## config.mk

```make
export PLATFORM = sky130hd
export DESIGN_NAME = bsram_loader
export DESIGN_NICKNAME = d
export VERILOG_FILES = /design/src/rtl/brus16_loader_pkg.sv /design/src/rtl/bsram_loader.sv
export SDC_FILE = /design/constraint.sdc
export NUM_CORES = 1
export LEC_CHECK = 0
export BUFFER_PORTS_ARGS = -buffer_cell sky130_fd_sc_hd__buf_2
export CAP_MARGIN = 20
export CORE_MARGIN = 4
export CORE_UTILIZATION = 60
export CTS_BUF_LIST = sky130_fd_sc_hd__clkbuf_4 sky130_fd_sc_hd__clkbuf_8
export CTS_CLUSTER_DIAMETER = 120
export CTS_CLUSTER_SIZE = 12
export DETAILED_ROUTE_END_ITERATION = 16
export PLACE_DENSITY_LB_ADDON = 0.3
export REMOVE_ABC_BUFFERS = 1
export SLEW_MARGIN = 25
export SYNTH_ARGS = -nofsm -noshare
export SYNTH_HDL_FRONTEND = slang
export SYNTH_SLANG_ARGS = --single-unit
```

## constraint.sdc

```tcl
create_clock -name clk -period 7.52 [get_ports clk]
set_input_delay 0.376 -clock clk [delete_from_list [all_inputs] [get_ports clk]]
set_output_delay 0.376 -clock clk [all_outputs]
set_load 0.005 [all_outputs]
```

## src/rtl/brus16_loader_pkg.sv

```systemverilog
// Shared types and constants for the bsram byte-stream program loader.
package brus16_loader_pkg;

    // Frame parser states; StCsum is only reachable when LOADER_CHECKSUM_EN is defined.
    typedef enum logic [2:0] {
        StIdle,
        StLenHi,
        StLenLo,
        StDataHi,
        StDataLo,
        StCsum
    } loader_state_t;

    // Start-of-frame marker; only recognised while idle.
    localparam logic [7:0] LOADER_MAGIC = 8'hB5;

endpackage

```

## src/rtl/bsram_loader.sv

```systemverilog
// Byte-stream program loader driving a 16-bit bsram write port.
// Frame: MAGIC | LEN_HI | LEN_LO | {W_HI, W_LO} x LEN | [CSUM].
// Optional feature macro: LOADER_CHECKSUM_EN adds a trailing XOR checksum byte
// covering LEN_HI, LEN_LO and all data bytes.
module bsram_loader
    import brus16_loader_pkg::*;
#(
    parameter int unsigned WIDTH = 13,
    parameter int unsigned SIZE  = 8192,
    parameter int unsigned BASE  = 0
) (
    input  logic             clk,
    input  logic             rst,
    input  logic             in_valid,
    input  logic [7:0]       in_data,
    output logic             in_ready,
    output logic             we,
    output logic [WIDTH-1:0] mem_din_addr,
    output logic [15:0]      mem_din,
    output logic             cpu_hold,
    output logic             done,
    output logic             err
);

    // Largest LEN that still fits between BASE and the end of the RAM.
    localparam logic [31:0] MAX_LEN = 32'(SIZE - BASE);

    loader_state_t    r_state;
    logic [15:0]      r_len;
    logic [15:0]      r_index;
    logic [7:0]       r_hi;
    logic             r_we;
    logic [WIDTH-1:0] r_addr;
    logic [15:0]      r_din;
    logic             r_hold;
    logic             r_done;
    logic             r_err;
`ifdef LOADER_CHECKSUM_EN
    logic [7:0]       r_csum;
`endif

    logic             w_hs;
    logic [15:0]      w_len;
    logic [WIDTH-1:0] w_addr;
    logic             w_last;

    // Loader never needs backpressure: one write per two bytes.
    assign in_ready = ~rst;
    assign w_hs     = in_valid & in_ready;
    assign w_len    = {r_len[15:8], in_data};
    assign w_addr   = WIDTH'(BASE + 32'(r_index));
    assign w_last   = (r_index == r_len - 16'd1);

    assign we           = r_we;
    assign mem_din_addr = r_addr;
    assign mem_din      = r_din;
    assign cpu_hold     = r_hold;
    assign done         = r_done;
    assign err          = r_err;

    // Frame parser FSM with registered write port and status outputs.
    always_ff @(posedge clk) begin
        if (rst) begin
            r_state <= StIdle;
            r_len   <= '0;
            r_index <= '0;
            r_hi    <= '0;
            r_we    <= 1'b0;
            r_addr  <= '0;
            r_din   <= '0;
            r_hold  <= 1'b0;
            r_done  <= 1'b0;
            r_err   <= 1'b0;
`ifdef LOADER_CHECKSUM_EN
            r_csum  <= '0;
`endif
        end else begin
            r_we <= 1'b0;
            if (w_hs) begin
                case (r_state)
                    StIdle: begin
                        // Non-magic bytes are consumed and dropped.
                        if (in_data == LOADER_MAGIC) begin
                            r_state <= StLenHi;
                            r_hold  <= 1'b1;
                            r_done  <= 1'b0;
                            r_err   <= 1'b0;
                            r_index <= '0;
                        end
                    end
                    StLenHi: begin
                        r_len[15:8] <= in_data;
`ifdef LOADER_CHECKSUM_EN
                        r_csum      <= in_data;
`endif
                        r_state     <= StLenLo;
                    end
                    StLenLo: begin
                        r_len[7:0] <= in_data;
`ifdef LOADER_CHECKSUM_EN
                        r_csum     <= r_csum ^ in_data;
`endif
                        if ({16'd0, w_len} > MAX_LEN) begin
                            // Oversized image: keep the CPU held until a good load.
                            r_state <= StIdle;
                            r_err   <= 1'b1;
                        end else if (w_len == 16'd0) begin
`ifdef LOADER_CHECKSUM_EN
                            r_state <= StCsum;
`else
                            r_state <= StIdle;
                            r_done  <= 1'b1;
                            r_hold  <= 1'b0;
`endif
                        end else begin
                            r_state <= StDataHi;
                        end
                    end
                    StDataHi: begin
                        r_hi    <= in_data;
`ifdef LOADER_CHECKSUM_EN
                        r_csum  <= r_csum ^ in_data;
`endif
                        r_state <= StDataLo;
                    end
                    StDataLo: begin
                        r_we    <= 1'b1;
                        r_din   <= {r_hi, in_data};
                        r_addr  <= w_addr;
                        r_index <= r_index + 16'd1;
`ifdef LOADER_CHECKSUM_EN
                        r_csum  <= r_csum ^ in_data;
`endif
                        if (w_last) begin
`ifdef LOADER_CHECKSUM_EN
                            r_state <= StCsum;
`else
                            r_state <= StIdle;
                            r_done  <= 1'b1;
                            r_hold  <= 1'b0;
`endif
                        end else begin
                            r_state <= StDataHi;
                        end
                    end
`ifdef LOADER_CHECKSUM_EN
                    StCsum: begin
                        // Written words are kept even on a checksum failure.
                        r_state <= StIdle;
                        if (in_data == r_csum) begin
                            r_done <= 1'b1;
                            r_hold <= 1'b0;
                        end else begin
                            r_err  <= 1'b1;
                        end
                    end
`endif
                    default: r_state <= StIdle;
                endcase
            end
        end
    end

endmodule

```

==> key figures <==
Routing
  – DRC errors left: 0
  – Total wire length after detailed routing: 8050 um
  – ANT nets after route: 0
  – Vias per cell: ~5.6
  – 1st-pass router iterations: 5
  – Count of vias placed by the detailed router: roughly 3200
  – Average routed wire per standard cell: about 14 um
  – Starting DRC count in detailed routing: roughly 210

Global route
  – Wire length of the first global-routing pass: between 10000 and 15000 um
  – Total routing resource utilization after global routing: roughly 23%
  – Pin count of the biggest net entering global routing: 50
  – Leftover overflow at the end of global routing: 0
  – Antenna violations before repair: 0
  – Vias in the first global route: roughly 2900

Place
  – Placed wire-length estimate after detailed placement: ~5700 um
  – Number of port buffers: 44
  – Final weighted congestion in routability-driven placement: between 0.8 and 0.9
  – Setup WS pre-CTS: 4.51 ns

Setup path
  – Critical path data arrival time: roughly 3.2 ns
  – Kind of end point of the critical path: flip-flop
  – Kind of start point of the critical path: flip-flop
  – Worst Path Class, Setup: flip-flop to flip-flop
  – Worst endpoint required time: 7.77 ns
  – Worst-path fanout max: 6

Synth
  – Count of state elements after synthesis: between 70 and 80
  – Largest cells by area after synthesis: dfxtp_1 (43%), nand2_1 (10%), a21oi_1 (5.7%)
  – Synth top area share: a little over two fifths
  – Synthesized cell area: 3570 um^2
  – Sequential cell area fraction in the yosys report: a little over two fifths
  – Warnings, synthesis: 0
  – Predominant post-synthesis flop cell: dfxtp_1
  – Leading area contributor after synthesis: dfxtp_1
  – Average footprint of a synthesized cell: between 7 and 8 um^2
  – Commonest cells in the netlist: nand2_1 (98), dfxtp_1 (76), nor2_1 (44)
  – Number of distinct library cells after synthesis: 48
  – Most frequently used cell type in the post-synthesis netlist: nand2_1
  – Async S/R FF share, synth: 0%
  – Count of flip-flops with a built-in enable after synthesis: 0
  – Count of mapped cells out of synthesis: about 460

Cells and area
  – Number of diodes: 0
  – Fraction of final layout cells sized beyond drive strength 1: between 10% and 20%
  – Net total in the final layout: approximately 500
  – Post-synthesis to final-layout area growth: 11.3%
  – FILL cells: 478
  – Post-Route Utilization: ~70%

Power
  – Switching share of power: roughly 22%
  – Net Switching: roughly 160 uW
  – Fraction of power consumed by the clock network: 40.6%
  – Overall Power: approximately 700 uW
  – Sequential Power Share: 57.2%
  – Combinational power share: under 10%
  – Cell-internal power: 546 uW
  – IR Drop Worst-Case VDD: 158 uV
  – Power density over cell area: ~180 nW/um^2
  – Standby leakage power: around 1.6 nW

Clocking
  – Count of buffers added by post-CTS timing repair for setup: 0
  – Clock sink total: 76
  – Post_cts resized: 0
  – Clk buf depth: 2
  – Total CTS buffers: 9
  – CTS tree: yes
  – Deepest level of the CTS H-tree: 3
  – Clock root buffer master: clkbuf_8
  – Worst-skew pair later-pin latency: roughly 0.35 ns
  – Hold bufs inserted after CTS: 0
  – Clock transition time at the flip-flop clock pins of the worst setup and hold paths: ~0.080 ns

STA
  – Final max-slew violation count: 0
  – Final setup slack of the worst path: about 4.6 ns
  – Final total negative setup slack: 0 ns
  – Max-slew headroom: between 30% and 40%
  – RSZ-0062 raised after global routing: no
  – Worst hold margin: roughly 0.30 ns
  – Least-Margin Pin Slew: just under 1 ns
  – Timing-limited maximum frequency: 338 MHz
  – Final Cycle Share: roughly two fifths
  – Crit path time final: roughly 3.0 ns
  – Final Skew: approximately 0.0090 ns
  – Number of endpoints with negative hold slack in the final report: 0
  – Number of setup violations in the final report: 0

Floorplanning
  – Number of ports placed on the die boundary: between 40 and 50
  – Total Die Area: 7250 um^2
  – Effective utilization at floorplan: between 60% and 70%
  – Rows: 27
  – Overall die width: 85.2 um
  – Core area: about 5600 um^2
  – Height of the die: ~85 um

Run status
  – Status: completed

Min path
  – Hold crit path type: primary input to flip-flop

Job
  – Max-cap violations: 0
-- worst max-delay path, stage by stage (launching register included) --
cell and delay [ns]:
dfxtp_1 0.35, inv_1 0.09, ha_1 0.26, nor2b_1 0.32
nand3_1 0.20, o31ai_1 0.25, nand4_1 0.15, or3_1 0.44
or4_4 0.50, a211o_1 0.28
-- final timing paths --
check	from	end	slack (ns)	depth (start not counted)
worst max-delay path	r_len[0]	done	4.56	9
worst min-delay path	in_data[1]	r_len[9]	0.30	3
worst max register to register	r_len[0]	done	4.56	9
worst min register to register	mem_din_addr[4]	mem_din_addr[4]	0.45	2
-- per-stage QoR --
step,cell area (um^2),instances
floorplan,3460,432
global placement,3790,550
detailed placement,3790,550
CTS,3970,566
global route,3980,566
finish,3980,566
-- flip-flops by register name, summed over array words and instances, names as in the netlist --
name          cells
cpu_hold          1
done              1
err               1
mem_din          16
mem_din_addr     13
r_hi              8
r_index          16
r_len            16
r_state           3
we                1
-- area by class of cell --
cell class              count  area (um^2)  area share, %
well taps                  72         90.1           2.27
clock inverters             4         23.8          0.598
inverters                   9         33.8          0.850
repair buffers             46          235           5.92
clock buffers              12          159           4.00
flip-flops and latches     76         1520           38.3
multi-input cells         347         1910           48.1
-- layer usage --
metal / global-route usage, % / wire length [um]
met1: 28.8 / 3600
met2: 39.5 / 3890
met5: 0 / 0
met4: 7.91 / 148
met3: 5.44 / 418
-- power by group through the flow --
| stage | Combinational, mW | Sequential (mW) | Clock, mW |
|---|---|---|---|
| global route | 0.0177 | 0.402 | 0.308 |
| CTS | 0.0159 | 0.402 | 0.289 |
| detailed placement | 0.0159 | 0.412 | 0 |
| finish | 0.0161 | 0.402 | 0.285 |
| global placement | 0.0158 | 0.412 | 0 |
| floorplan | 0.00443 | 0.412 | 0 |
-- cell families (layout without fill, tap and decap cells) --
group                    Yosys count  in the layout  share of synthesized area (%)
flip-flops                        76             76                           42.6
XOR/XNOR                          29             29                           7.11
buffers and inverters             35             71                           3.96
AO/OA/AOI/OAI                     86             86                           13.9
multiplexers                      12             12                           3.36
AND/OR/NAND/NOR                  218            218                           28.4
adder cells (fa/ha/maj)            2              2                          0.700
-- layout by cell type (no fill, tap or decap), drive strengths merged, types with 3 or more instances in the layout --
cell type / synthesis / layout
xor2: 13 / 13
nand3: 10 / 10
dfxtp: 76 / 76
xnor2: 16 / 16
a21oi: 41 / 41
and3: 4 / 4
nor4: 7 / 7
clkinv: 1 / 5
nand2: 98 / 98
o21ai: 22 / 22
nor3: 16 / 16
mux2i: 12 / 12
o31ai: 5 / 5
or4: 7 / 7
inv: 8 / 8
nand4: 5 / 5
nor2b: 6 / 6
a211oi: 4 / 4
nor2: 44 / 44
or3: 3 / 3
nand2b: 4 / 4
buf: 3 / 46
clkbuf: 23 / 12
(Power assumes the default switching activity.)
